### config.mk
export PLATFORM = sky130hd
export DESIGN_NAME = count_monitor_flat
export DESIGN_NICKNAME = d
export VERILOG_FILES = /design/src/rtl/count_monitor_if.sv /design/src/rtl/count_monitor.sv /design/src/flat_wrapper.sv
export SDC_FILE = /design/constraint.sdc
export NUM_CORES = 1
export LEC_CHECK = 0
export BUFFER_PORTS_ARGS = -buffer_cell sky130_fd_sc_hd__buf_4
export CORE_AREA = 2 2 56 58
export CTS_BUF_LIST = sky130_fd_sc_hd__clkbuf_4 sky130_fd_sc_hd__clkbuf_8
export DETAILED_ROUTE_END_ITERATION = 12
export DIE_AREA = 0 0 58 60
export PLACE_DENSITY = 0.72
export SLEW_MARGIN = 20
export SYNTH_ARGS = -nofsm -noshare
export SYNTH_HDL_FRONTEND = slang
export SYNTH_SLANG_ARGS = --single-unit
### constraint.sdc
create_clock -name clk -period 5.9 [get_ports clk]
set_input_delay 1.18 -clock clk [delete_from_list [all_inputs] [get_ports clk]]
set_output_delay 1.18 -clock clk [all_outputs]
set_load 0.02 [all_outputs]
### src/rtl/count_monitor_if.sv
// Bundles the upstream counter observation inputs and the monitor's fault-record outputs.
interface count_monitor_if #(
    parameter int ERR_W  = 4,
    parameter int WRAP_W = 8
);
    logic              en;
    logic [2:0]        count;
    logic              clr_err;
    logic              err_flag;
    logic [ERR_W-1:0]  err_cnt;
    logic [2:0]        fault_obs;
    logic [2:0]        fault_exp;
    logic [WRAP_W-1:0] wrap_cnt;
    logic [1:0]        state;

    modport master (
        output en, count, clr_err,
        input  err_flag, err_cnt, fault_obs, fault_exp, wrap_cnt, state
    );

    modport slave (
        input  en, count, clr_err,
        output err_flag, err_cnt, fault_obs, fault_exp, wrap_cnt, state
    );
endinterface

### src/rtl/count_monitor.sv
// Watches a 3-bit up-counter and checks that each registered count follows from the previous
// count and enable; records the first fault, counts mismatches and counts legal 7->0 wraps.
module count_monitor #(
    parameter int ERR_W  = 4,
    parameter int WRAP_W = 8
) (
    input  logic clk,
    input  logic rst,
    count_monitor_if.slave mon
);

    localparam logic [1:0] IDLE  = 2'b00;
    localparam logic [1:0] TRACK = 2'b01;
    localparam logic [1:0] FAULT = 2'b10;

    logic [1:0]        state_q, state_d;
    logic              en_q;
    logic [2:0]        count_q;
    logic              errFlag_q, errFlag_d;
    logic [ERR_W-1:0]  errCnt_q, errCnt_d;
    logic [2:0]        faultObs_q, faultObs_d;
    logic [2:0]        faultExp_q, faultExp_d;
    logic [WRAP_W-1:0] wrapCnt_q, wrapCnt_d;

    logic [2:0] expVal;
    logic       isIdle;
    logic       mismatch;
    logic       wrapSeen;

    // In IDLE the counter has just left reset, so the only legal value is 0.
    always_comb begin
        isIdle   = (state_q == IDLE);
        expVal   = isIdle ? 3'd0 : (count_q + {2'b00, en_q});
        mismatch = (mon.count != expVal);
        wrapSeen = !isIdle && (count_q == 3'd7) && en_q && (mon.count == 3'd0) && !mismatch;
    end

    always_comb begin
        state_d    = state_q;
        errFlag_d  = errFlag_q;
        errCnt_d   = errCnt_q;
        faultObs_d = faultObs_q;
        faultExp_d = faultExp_q;
        wrapCnt_d  = wrapSeen ? wrapCnt_q + 1'b1 : wrapCnt_q;

        case (state_q)
            IDLE, TRACK: begin
                state_d = TRACK;
                if (mismatch) begin
                    state_d    = FAULT;
                    errFlag_d  = 1'b1;
                    errCnt_d   = {{(ERR_W-1){1'b0}}, 1'b1};
                    faultObs_d = mon.count;
                    faultExp_d = expVal;
                end
            end
            FAULT: begin
                // A clear coinciding with a mismatch restarts the record on the new fault.
                if (mismatch && mon.clr_err) begin
                    errCnt_d   = {{(ERR_W-1){1'b0}}, 1'b1};
                    faultObs_d = mon.count;
                    faultExp_d = expVal;
                end else if (mismatch) begin
                    if (errCnt_q != {ERR_W{1'b1}}) begin
                        errCnt_d = errCnt_q + 1'b1;
                    end
                end else if (mon.clr_err) begin
                    state_d    = TRACK;
                    errFlag_d  = 1'b0;
                    errCnt_d   = '0;
                    faultObs_d = '0;
                    faultExp_d = '0;
                end
            end
            default: begin
                state_d = IDLE;
            end
        endcase
    end

    always_ff @(posedge clk) begin
        if (rst) begin
            state_q    <= IDLE;
            en_q       <= 1'b0;
            count_q    <= '0;
            errFlag_q  <= 1'b0;
            errCnt_q   <= '0;
            faultObs_q <= '0;
            faultExp_q <= '0;
            wrapCnt_q  <= '0;
        end else begin
            state_q    <= state_d;
            en_q       <= mon.en;
            count_q    <= mon.count;
            errFlag_q  <= errFlag_d;
            errCnt_q   <= errCnt_d;
            faultObs_q <= faultObs_d;
            faultExp_q <= faultExp_d;
            wrapCnt_q  <= wrapCnt_d;
        end
    end

    assign mon.state     = state_q;
    assign mon.err_flag  = errFlag_q;
    assign mon.err_cnt   = errCnt_q;
    assign mon.fault_obs = faultObs_q;
    assign mon.fault_exp = faultExp_q;
    assign mon.wrap_cnt  = wrapCnt_q;

endmodule

### src/flat_wrapper.sv
// flat-port wrapper written by rule: the top's interface ports become plain ports
module count_monitor_flat 
#(
    parameter int ERR_W  = 4,
    parameter int WRAP_W = 8
)
  (clk, rst, mon_en, mon_count, mon_clr_err, mon_err_flag, mon_err_cnt, mon_fault_obs, mon_fault_exp, mon_wrap_cnt, mon_state);
  count_monitor_if #(.ERR_W(ERR_W), .WRAP_W(WRAP_W)) mon_i ();
  input  logic clk;
  input  logic rst;
  input wire logic [$bits(mon_i.en)-1:0] mon_en;
  input wire logic [$bits(mon_i.count)-1:0] mon_count;
  input wire logic [$bits(mon_i.clr_err)-1:0] mon_clr_err;
  output wire logic [$bits(mon_i.err_flag)-1:0] mon_err_flag;
  output wire logic [$bits(mon_i.err_cnt)-1:0] mon_err_cnt;
  output wire logic [$bits(mon_i.fault_obs)-1:0] mon_fault_obs;
  output wire logic [$bits(mon_i.fault_exp)-1:0] mon_fault_exp;
  output wire logic [$bits(mon_i.wrap_cnt)-1:0] mon_wrap_cnt;
  output wire logic [$bits(mon_i.state)-1:0] mon_state;
  assign mon_i.en = mon_en;
  assign mon_i.count = mon_count;
  assign mon_i.clr_err = mon_clr_err;
  assign mon_err_flag = mon_i.err_flag;
  assign mon_err_cnt = mon_i.err_cnt;
  assign mon_fault_obs = mon_i.fault_obs;
  assign mon_fault_exp = mon_i.fault_exp;
  assign mon_wrap_cnt = mon_i.wrap_cnt;
  assign mon_state = mon_i.state;
  count_monitor #(.ERR_W(ERR_W), .WRAP_W(WRAP_W)) u_core (.clk(clk), .rst(rst), .mon(mon_i));
endmodule
# == Yosys cells after proc, flatten, opt, wreduce, memory -nomap -nowiden ==
# Cells that the tools add are included.
# classes
add_sub_neg,3
eq_ne,13
n_mux,25
n_reduce_logical,15
# op_table
operator,n
$mux W3,7
$mux W4,5
$pmux W3 S2,2
$add A8 B1 Y8 const B,1
$mux W2,4
$ne A4 B4 Y1 const B,2
$pmux W4 S2,1
$reduce_and A4 Y1,2
$ne A2 B2 Y1 const B,3
$logic_and A1 B1 Y1,5
$reduce_and A5 Y1,1
$add A4 B1 Y4 const B,1
$mux W1,4
$ne A4 B2 Y1 const B,1
$pmux W2 S2,1
$add A3 B1 Y3,1
$eq A3 B3 Y1 const B,1
$logic_not A3 Y1,1
$ne A3 B2 Y1 const B,1
$ne A3 B3 Y1,1
$ne A3 B3 Y1 const B,1
$reduce_and A3 Y1,1
$eq A2 B1 Y1 const B,1
$eq A2 B2 Y1 const B,1
6 further kinds,7
# totals
register_bits,25
inputBits,7
out_inout_bits,21
elab_cells,64

# == Depth between registers and ports, before layout ==
# Gate-level depths: netlist of run 1.
# depth
depth_word,6
mapped_depth,8
depth_no_buf,7

# == Worst setup path after synthesis of run 1 ==
# Ideal clock, no wire load.
# synth_path
path_kind,input to register
from,input mon_count[1]
to,register u_core.wrapCnt_q[6] (netlist: u_core.mon.wrap_cnt[6])
setup_time_ns,0.123
arrival_time_ns,2.466
required_ns,5.777
slack_ns,3.311
cell_stages,5
path_buffers,1
cell_sequence,nand4bb_1 or3_1 buf_6 nor4b_1 mux2_1
# synth_between
elab_chain_cells,3
elab_cells_between_ends,5
cone_classes,eq/ne: 1; reduce/logical: 4
# synth_lines
element,line_no,source
from (decl),flat_wrapper.sv:12,input wire logic [$bits(mon_i.count)-1:0] mon_count;
$ne A3 B3 Y1 or $logic_not A3 Y1 (tied branches),"count_monitor.sv:34, count_monitor.sv:35",
$logic_not A1 Y1 or $logic_and A1 B1 Y1 (tied branches),count_monitor.sv:35,wrapSeen = !isIdle && (count_q == 3'd7) && en_q && (mon.count == 3'd0) && !mismatch;
$logic_and A1 B1 Y1 (*),count_monitor.sv:35,
to (signal assigned),count_monitor.sv:99,wrapCnt_q <= wrapCnt_d;
to (decl),count_monitor.sv:23,"logic [WRAP_W-1:0] wrapCnt_q, wrapCnt_d;"
# Mark *: on every way between the ends. The rest lies on a longest branch, timed or not.
# A chain may end at the register's enable or synchronous reset.

# == Final worst setup path of run 1 ==
# layout_path
from,input mon_count[1]
to,register u_core.errCnt_q[1] (netlist: u_core.mon.err_cnt[1])
# layout_between
elab_chain_cells,4
elab_cells_between_ends,9
cone_classes,eq/ne: 4; mux: 3; reduce/logical: 2
# layout_lines
element,line_no,source
$ne A3 B3 Y1 (*),count_monitor.sv:34,mismatch = (mon.count != expVal);
$logic_and A1 B1 Y1 or $mux W4 (tied branches),"count_monitor.sv:59, count_monitor.sv:63",
"$ne A4 B4 Y1 (no line), or another cell as far along",--,
$reduce_and A4 Y1 (no line) or $pmux W4 S2 (tied branches),--,
to (signal assigned),count_monitor.sv:96,errCnt_q <= errCnt_d;
to (decl),count_monitor.sv:20,"logic [ERR_W-1:0] errCnt_q, errCnt_d;"
# Marked as above.

==> flow_results.xml, run 1 <==
<?xml version="1.0" encoding="UTF-8"?>
<metrics>
  <group name="sta">
    <metric name="setup_viol_count_final" unit="">0</metric>
    <metric name="setup_repair_after_global_routing_missed_its_margin" unit="">false</metric>
    <metric name="final.hold.worst_slack" unit="ns">0.486</metric>
    <metric name="max_freq" unit="MHz">379</metric>
    <metric name="final-hold-violation-count" unit="">0</metric>
    <metric name="final_min_period_over_clock_period" unit="%">44.7</metric>
    <metric name="worst_pin_slew" unit="ns">0.900</metric>
    <metric name="clock-skew-final" unit="ns">0.00179</metric>
    <metric name="relative_slew_slack" unit="%">39.9</metric>
    <metric name="layout_min_cycle_time" unit="ns">2.64</metric>
    <metric name="fin_tns_setup" unit="ns">0</metric>
    <metric name="final_max_slew_viol_count" unit="">0</metric>
  </group>
  <group name="clock_network">
    <metric name="max-clock-path-buffers" unit="">2</metric>
    <metric name="clock_insertion_delay_worst_skew" unit="ns">0.33</metric>
    <metric name="numClockSinks" unit="">25</metric>
    <metric name="cts_inserted_buffers" unit="">3</metric>
    <metric name="path_clk_slew" unit="ns">0.15</metric>
    <metric name="clock-root-buffer" unit="">sky130_fd_sc_hd__clkbuf_4</metric>
    <metric name="h-tree-depth" unit="">1</metric>
    <metric name="hold_buffers" unit="">0</metric>
    <metric name="cts_tree" unit="">built</metric>
    <metric name="post_cts_repair_timing_setup_buffer_count" unit="">0</metric>
    <metric name="post_cts.resized_instances" unit="">0</metric>
  </group>
  <group name="synth">
    <metric name="synth.top_cells.by_area" unit="">sky130_fd_sc_hd__dfxtp_1, sky130_fd_sc_hd__nand3_1, sky130_fd_sc_hd__nor2_1</metric>
    <metric name="yosys_reg_bits" unit="">25</metric>
    <metric name="synth.avg_cell_area" unit="µm²">8.60</metric>
    <metric name="syn-cell-area" unit="µm²">1390</metric>
    <metric name="synth_warnings" unit="">0</metric>
    <metric name="yosysSeqAreaShare" unit="%">36.1</metric>
    <metric name="synth_top_cell_area_share" unit="%">36.1</metric>
    <metric name="synth.largest_area_cell" unit="">sky130_fd_sc_hd__dfxtp_1</metric>
    <metric name="yosys_most_used_dff" unit="">sky130_fd_sc_hd__dfxtp_1</metric>
    <metric name="synth_fp_nets" unit="">172</metric>
    <metric name="synth-async-reset-ratio" unit="%">0</metric>
    <metric name="syn_inst" unit="">161</metric>
    <metric name="synth.lib_cells_used.distinct" unit="">46</metric>
    <metric name="synth-edff-count" unit="">0</metric>
  </group>
  <group name="floorplan">
    <metric name="start_util" unit="%">47.7</metric>
    <metric name="floorplan.die_area" unit="µm²">3480</metric>
    <metric name="die_h" unit="µm">60</metric>
    <metric name="io_pins" unit="">28</metric>
    <metric name="row_count" unit="">20</metric>
    <metric name="core_region_area" unit="µm²">2900</metric>
    <metric name="floorplan.die.width" unit="µm">58</metric>
  </group>
  <group name="worst_hold_path">
    <metric name="timing.hold.worst.class" unit="">flip-flop to flip-flop</metric>
  </group>
  <group name="drt">
    <metric name="detail_route.wirelength" unit="µm">3100</metric>
    <metric name="average_wire_per_standard_cell" unit="µm">14.4</metric>
    <metric name="via_count" unit="">1255</metric>
    <metric name="routed_via_density" unit="">5.81</metric>
    <metric name="antenna_left" unit="">0</metric>
    <metric name="first_iter_violations" unit="">55</metric>
    <metric name="drt_pass_1_iters" unit="">4</metric>
    <metric name="remaining_drc_errors" unit="">0</metric>
  </group>
  <group name="global_route">
    <metric name="remaining_global_route_overflow" unit="">0</metric>
    <metric name="grt.total_usage" unit="%">19.5</metric>
    <metric name="grt_start_max_net_pins" unit="">39</metric>
    <metric name="grt_antenna_before_repair" unit="">0</metric>
    <metric name="grt_first_pass_wirelength" unit="µm">5200</metric>
    <metric name="vias_in_the_first_global_route" unit="">1163</metric>
  </group>
  <group name="finish">
    <metric name="n_antenna_cell" unit="">0</metric>
    <metric name="final_net_count" unit="">195</metric>
    <metric name="final_layout_size_suffix_gt1_share" unit="%">23.0</metric>
    <metric name="post_layout_nonfiller_instances" unit="">216</metric>
    <metric name="layout.filler_cells" unit="">287</metric>
    <metric name="leading_cell_type_in_the_layout_fill_and_taps_excluded" unit="">sky130_fd_sc_hd__buf_4</metric>
    <metric name="syn2layout_area_growth" unit="%">16.0</metric>
    <metric name="layout_common_cells" unit="">sky130_fd_sc_hd__buf_4, sky130_fd_sc_hd__dfxtp_1, sky130_fd_sc_hd__nor2_1</metric>
  </group>
  <group name="job">
    <metric name="maxCapViolations" unit="">0</metric>
  </group>
  <group name="power_and_ir_drop">
    <metric name="power_leakage" unit="µW">0.000655</metric>
    <metric name="power_density" unit="nW/µm²">206</metric>
    <metric name="power.share.sequential" unit="%">56.3</metric>
    <metric name="report.power.total" unit="µW">331</metric>
    <metric name="power.share.combinational" unit="%">18.9</metric>
    <metric name="switching_share" unit="%">31.0</metric>
    <metric name="clock_network_fraction_of_design_power" unit="%">24.8</metric>
    <metric name="power_report.internal_total" unit="µW">228</metric>
    <metric name="ir_drop" unit="V">0.000103</metric>
    <metric name="power.net_switching" unit="µW">103</metric>
  </group>
  <group name="placement">
    <metric name="io_buffers" unit="">27</metric>
    <metric name="routabilityCongestion" unit="">0.829</metric>
    <metric name="hpwl" unit="µm">2220</metric>
    <metric name="place_inst" unit="">212</metric>
  </group>
  <group name="worst_setup_path">
    <metric name="critical_path.reg2reg.endpoint" unit="">u_core.mon.err_cnt[1]</metric>
    <metric name="worst_r2r_path_depth" unit="">7</metric>
    <metric name="worst_setup_path_start_kind" unit="">input pin</metric>
    <metric name="reg2reg_from" unit="">u_core.count_q[0]</metric>
    <metric name="worstPathArrival" unit="ns">2.91</metric>
    <metric name="timing.critical_path.to" unit="">u_core.mon.err_cnt[1]</metric>
    <metric name="critical_path_required" unit="ns">6.17</metric>
    <metric name="rrSetupSlack" unit="ns">3.32</metric>
    <metric name="crit_path_end_kind" unit="">flip-flop</metric>
    <metric name="timing.setup.critical_path_class" unit="">input pin to flip-flop</metric>
    <metric name="timing.critical_path.fanout_max" unit="">12</metric>
    <metric name="worstSetupStartpoint" unit="">mon_count[1]</metric>
  </group>
  <group name="run_status">
    <metric name="outcome" unit="">completed</metric>
  </group>
</metrics>
flip-flops by register name (all words and copies together) (netlist names):
register	flops
u_core.mon.wrap_cnt	8
u_core.mon.err_cnt	4
u_core.count_q	3
u_core.mon.fault_exp	3
u_core.mon.fault_obs	3
u_core.mon.state	2
u_core.en_q	1
u_core.mon.err_flag	1
how the worst min path moves through the flow:
stage | start | endpoint | slack, ns | depth (start not counted)
detailed placement | u_core.mon.err_flag | u_core.mon.err_flag | 0.46 | 1
finish | u_core.mon.fault_exp[0] | u_core.mon.fault_exp[0] | 0.49 | 2
CTS | u_core.mon.err_flag | u_core.mon.err_flag | 0.50 | 1
global placement | u_core.mon.err_flag | u_core.mon.err_flag | 0.45 | 1
floorplan | u_core.mon.fault_exp[0] | u_core.mon.fault_exp[0] | 0.55 | 2
global route | u_core.mon.err_flag | u_core.mon.err_flag | 0.53 | 1
per-layer routing:
layer / up-vias / part of all wire, % / global-route usage [%]
met5: - / 0 / 0
met2: 26 / 49 / 33.0
met1: 597 / 45 / 24.4
met4: 0 / 2.1 / 9.63
li1: 625 / - / -
met3: 7 / 3.2 / 2.60
kinds of logic (layout without fill, tap and decap cells):
kind of cell    after synthesis  in the layout  share of synthesized area, %
flops                        25             25                          36.1
mux                           6              6                          4.70
xor+xnor                      2              2                          1.26
buf+inv                      17             39                          5.96
fa+ha+maj                     4              4                          3.61
compound gates               32             32                          15.9
simple gates                 75             75                          32.4
stage by stage:
stage / setup WS, ns / instance area, µm² / utilization (%)
finish: 3.26 / 1610 / 55.3
global placement: 3.07 / 1580 / 54.3
CTS: 3.32 / 1610 / 55.3
global route: 3.18 / 1610 / 55.3
detailed placement: 2.97 / 1580 / 54.3
floorplan: 3.31 / 1390 / -
critical path, stage by stage:
cell and delay, ns:
sky130_fd_sc_hd__buf_4 0.12, sky130_fd_sc_hd__xor2_1 0.21, sky130_fd_sc_hd__nor3_2 0.11, sky130_fd_sc_hd__o311ai_2 0.79
sky130_fd_sc_hd__o21ba_2 0.31, sky130_fd_sc_hd__mux2i_1 0.18
cells in the mapped netlist, drive strengths merged, types with 2 or more instances:
cell,n
buf,4
or3,6
o211ai,2
nor2b,6
and2,2
a2111oi,3
or4,2
ha,4
a21oi,7
nor3,5
nand3,13
dfxtp,25
nor4b,4
clkbuf,5
nand2b,7
o31ai,4
nand4,2
mux2,4
mux2i,2
nor4,2
o21ai,8
nand2,3
inv,8
nor2,17
area by class of cell:
cell class	instances	area (µm²)	share of cell area (%)
well taps	33	41.3	2.57
inverters	8	30.0	1.87
repair buffers	27	203	12.6
flip-flops and latches	25	500	31.2
multi-input cells	119	802	49.9
clock buffers	3	22.5	1.40
clock inverters	1	7.51	0.467
power by group through the flow:
stage	combinational [µW]	sequential (µW)	clock [µW]
global route	68.5	188	93.7
detailed placement	61.9	190	0
finish	62.4	186	82.1
global placement	60.5	189	0
CTS	62.0	186	85.9
floorplan	38.2	193	0
No activity file was read; power rests on OpenSTA's default activity.
==> inputs of run 2 (changes only) <==
--- a/config.mk
+++ b/config.mk
@@ -10,7 +10,7 @@
 export CTS_BUF_LIST = sky130_fd_sc_hd__clkbuf_4 sky130_fd_sc_hd__clkbuf_8
 export DETAILED_ROUTE_END_ITERATION = 12
 export DIE_AREA = 0 0 58 60
-export PLACE_DENSITY = 0.72
+export PLACE_DENSITY = 0.74
 export SLEW_MARGIN = 20
 export SYNTH_ARGS = -nofsm -noshare
 export SYNTH_HDL_FRONTEND = slang
==> constraint.sdc (replaced) <==
create_clock -name clk -period 2.1 [get_ports clk]
set_input_delay 0.42 -clock clk [delete_from_list [all_inputs] [get_ports clk]]
set_output_delay 0.42 -clock clk [all_outputs]
set_load 0.02 [all_outputs]
==> run 2 against run 1 <==
Compared with the run above:
- first-iteration DRC count increased by 15%
- highest routed layer unchanged
- setup slack got worse by 3.3 ns
- global-route usage increased by 2.2 points
- clock skew increased by 0.0020 ns
- core utilization increased by 9.2 points
- non-clock buffer count increased by 10
- die area unchanged
- critical path depth increased by 4
- the flow now finishes with violations (negative setup slack)
- hold slack got worse by 0.11 ns
- sequential cell count unchanged
==> flow_results.xml, run 2 (same netlist as run 1, synthesis figures left out) <==
<?xml version="1.0" encoding="UTF-8"?>
<metrics>
  <group name="clock_network">
    <metric name="hold_buffers" unit="">0</metric>
    <metric name="cts_inserted_buffers" unit="">3</metric>
    <metric name="h-tree-depth" unit="">1</metric>
    <metric name="path_clk_slew" unit="ns">0.13</metric>
    <metric name="clock_insertion_delay_worst_skew" unit="ns">0.31</metric>
    <metric name="clock-root-buffer" unit="">sky130_fd_sc_hd__clkbuf_4</metric>
    <metric name="cts_tree" unit="">built</metric>
    <metric name="max-clock-path-buffers" unit="">2</metric>
    <metric name="numClockSinks" unit="">25</metric>
  </group>
  <group name="sta">
    <metric name="final_max_slew_viol_count" unit="">0</metric>
    <metric name="final-hold-violation-count" unit="">0</metric>
    <metric name="fin_tns_setup" unit="ns">-0.0309</metric>
    <metric name="clock-skew-final" unit="ns">0.00374</metric>
    <metric name="worst_slack" unit="ns">-0.0216</metric>
    <metric name="final_min_period_over_clock_period" unit="%">101</metric>
    <metric name="setup_repair_after_global_routing_missed_its_margin" unit="">true</metric>
    <metric name="max_freq" unit="MHz">471</metric>
    <metric name="setup_viol_count_final" unit="">2</metric>
    <metric name="relative_slew_slack" unit="%">71.5</metric>
    <metric name="layout_min_cycle_time" unit="ns">2.12</metric>
    <metric name="worst_pin_slew" unit="ns">0.427</metric>
  </group>
  <group name="worst_hold_path">
    <metric name="min_to" unit="">u_core.en_q</metric>
    <metric name="min-delay-start" unit="">mon_en</metric>
    <metric name="min_delay_path_depth" unit="">2</metric>
    <metric name="timing.hold.worst.class" unit="">input pin to flip-flop</metric>
  </group>
  <group name="worst_setup_path">
    <metric name="rrSetupSlack" unit="ns">-0.02</metric>
    <metric name="reg2reg_from" unit="">u_core.en_q</metric>
    <metric name="worst_r2r_path_depth" unit="">10</metric>
    <metric name="worst_setup_path_start_kind" unit="">flip-flop</metric>
    <metric name="critical_path_required" unit="ns">2.30</metric>
    <metric name="crit_path_top_delay_cell" unit="">sky130_fd_sc_hd__dfxtp_2</metric>
    <metric name="timing.critical_path.slowest_cell_delay" unit="ns">0.36</metric>
    <metric name="worstPathCellList" unit="">ha_4, ha_4, nand2b_4, nor4_4, buf_6, o311ai_4, buf_6, buf_6, o211ai_1, o31ai_4</metric>
    <metric name="worstPathArrival" unit="ns">2.32</metric>
    <metric name="critical_path.reg2reg.endpoint" unit="">u_core.mon.err_cnt[3]</metric>
    <metric name="timing.setup.critical_path_class" unit="">flip-flop to flip-flop</metric>
    <metric name="worstSetupStartpoint" unit="">u_core.en_q</metric>
    <metric name="critical_path.most_common_cell" unit="">sky130_fd_sc_hd__buf_6</metric>
    <metric name="crit_path_end_kind" unit="">flip-flop</metric>
    <metric name="timing.critical_path.fanout_max" unit="">7</metric>
  </group>
  <group name="global_route">
    <metric name="remaining_global_route_overflow" unit="">0</metric>
    <metric name="grt_first_pass_wirelength" unit="µm">5960</metric>
    <metric name="vias_in_the_first_global_route" unit="">1288</metric>
    <metric name="grt.total_usage" unit="%">21.7</metric>
    <metric name="grt_antenna_before_repair" unit="">0</metric>
    <metric name="grt_start_max_net_pins" unit="">39</metric>
  </group>
  <group name="finish">
    <metric name="syn2layout_area_growth" unit="%">35.3</metric>
    <metric name="layout_common_cells" unit="">sky130_fd_sc_hd__buf_4, sky130_fd_sc_hd__dfxtp_1, sky130_fd_sc_hd__nor2_1</metric>
    <metric name="postLayoutCellArea" unit="µm²">1870</metric>
    <metric name="final_layout_size_suffix_gt1_share" unit="%">37.6</metric>
    <metric name="flip_flop_count_of_the_largest_register_all_copies_and_words_added" unit="">8</metric>
    <metric name="leading_cell_type_in_the_layout_fill_and_taps_excluded" unit="">sky130_fd_sc_hd__buf_4</metric>
    <metric name="final_net_count" unit="">206</metric>
    <metric name="n_antenna_cell" unit="">0</metric>
    <metric name="postLayoutCoreUtil" unit="%">64.6</metric>
    <metric name="layout.filler_cells" unit="">240</metric>
  </group>
  <group name="drt">
    <metric name="via_count" unit="">1355</metric>
    <metric name="antenna_left" unit="">0</metric>
    <metric name="first_iter_violations" unit="">63</metric>
    <metric name="routed_via_density" unit="">5.97</metric>
    <metric name="detail_route.wirelength" unit="µm">3650</metric>
    <metric name="drt_pass_1_iters" unit="">4</metric>
    <metric name="average_wire_per_standard_cell" unit="µm">16.1</metric>
    <metric name="remaining_drc_errors" unit="">0</metric>
  </group>
  <group name="floorplan">
    <metric name="start_util" unit="%">47.7</metric>
    <metric name="floorplan.die.width" unit="µm">58</metric>
    <metric name="row_count" unit="">20</metric>
    <metric name="io_pins" unit="">28</metric>
    <metric name="die_h" unit="µm">60</metric>
    <metric name="floorplan.die_area" unit="µm²">3480</metric>
    <metric name="core_region_area" unit="µm²">2900</metric>
  </group>
  <group name="run_status">
    <metric name="outcome" unit="">complete, but fails checks</metric>
    <metric name="violations" unit="">negative setup slack</metric>
  </group>
  <group name="job">
    <metric name="maxCapViolations" unit="">0</metric>
  </group>
  <group name="power_and_ir_drop">
    <metric name="power.share.combinational" unit="%">24.8</metric>
    <metric name="power_density" unit="nW/µm²">527</metric>
    <metric name="power.net_switching" unit="µW">299</metric>
    <metric name="power_leakage" unit="µW">0.000741</metric>
    <metric name="power_report.internal_total" unit="µW">690</metric>
    <metric name="ir_drop" unit="V">0.000362</metric>
    <metric name="power.share.sequential" unit="%">52.4</metric>
    <metric name="switching_share" unit="%">30.2</metric>
    <metric name="clock_network_fraction_of_design_power" unit="%">22.7</metric>
  </group>
  <group name="placement">
    <metric name="placement.setup.worst_slack" unit="ns">-0.200</metric>
    <metric name="placed_cell_area" unit="µm²">1620</metric>
    <metric name="routabilityCongestion" unit="">0.905</metric>
    <metric name="io_buffers" unit="">27</metric>
    <metric name="hpwl" unit="µm">2270</metric>
  </group>
</metrics>
==> run 2: changes by cell type in the layout (fill, tap and decap cells not counted), moves of 3 or more <==
cell / change
sky130_fd_sc_hd__buf_4: +7
sky130_fd_sc_hd__a2111oi_0: -3
sky130_fd_sc_hd__a2111oi_2: +3
sky130_fd_sc_hd__buf_6: +3
==> run 2: worst max-delay path by stage <==
stage	endpoint	slack, ns	cells after the start
5_1_grt	u_core.mon.err_cnt[3]	-0.1	10
4_1_cts	u_core.mon.err_cnt[2]	-0.007	9
6_report	u_core.mon.err_cnt[3]	-0.02	10
2_1_floorplan	u_core.mon.wrap_cnt[6]	0.01	7
3_3_place_gp	u_core.mon.wrap_cnt[6]	-0.07	7
3_5_place_dp	u_core.mon.wrap_cnt[7]	-0.20	7
==> run 2: layout make-up <==
type	instances	area (µm²)	area share [%]
clock buffer	4	30.0	1.60
sequential	25	503	26.8
timing repair buffer	37	289	15.4
tap	33	41.3	2.20
inverter	8	30.0	1.60
multi-input combinational	120	981	52.3
==> run 2: timing repair <==
| action | CTS | global route |
|---|---|---|
| gates cloned | 0 | 1 |
| gates resized for setup | 19 | 17 |
| buffers inserted | 2 | 2 |
| setup endpoints to repair | 16 | 20 |
| endpoints found under the hold margin | 0 | 0 |
| pin swaps | 14 | 10 |
==> run 2: per-layer routing <==
metal	vias up	GRT usage, %	routed length, µm
met5	-	0	0
met3	2	2.60	125
met2	38	37.8	1900
li1	654	-	-
met4	0	5.65	17
met1	661	28.6	1610
==> run 2: power by group through the flow <==
stage	logic [µW]	registers, µW	clock network [µW]
after floorplan	107	542	0
after global placement	186	523	0
after detailed placement	192	526	0
after CTS	221	517	228
after global routing	264	521	242
final	245	518	225
==> run 2: critical path: cells and delay by family, from the launching register on <==
| family | cells | cell delay [ns] |
|---|---|---|
| and+or+nand+nor | 2 | 0.34 |
| buffers and inverters | 3 | 0.47 |
| adders and majority gates | 2 | 0.46 |
| DFF | 1 | 0.36 |
| AOI/OAI and AO/OA | 3 | 0.36 |
==> run 2: through the flow <==
stage | power (µW) | hold WS [ns] | cells
after floorplan | 649 | 0.547 | 161
after global placement | 709 | 0.455 | 218
after detailed placement | 718 | 0.460 | 218
after CTS | 966 | 0.357 | 224
after global routing | 1030 | 0.367 | 227
final | 988 | 0.376 | 227
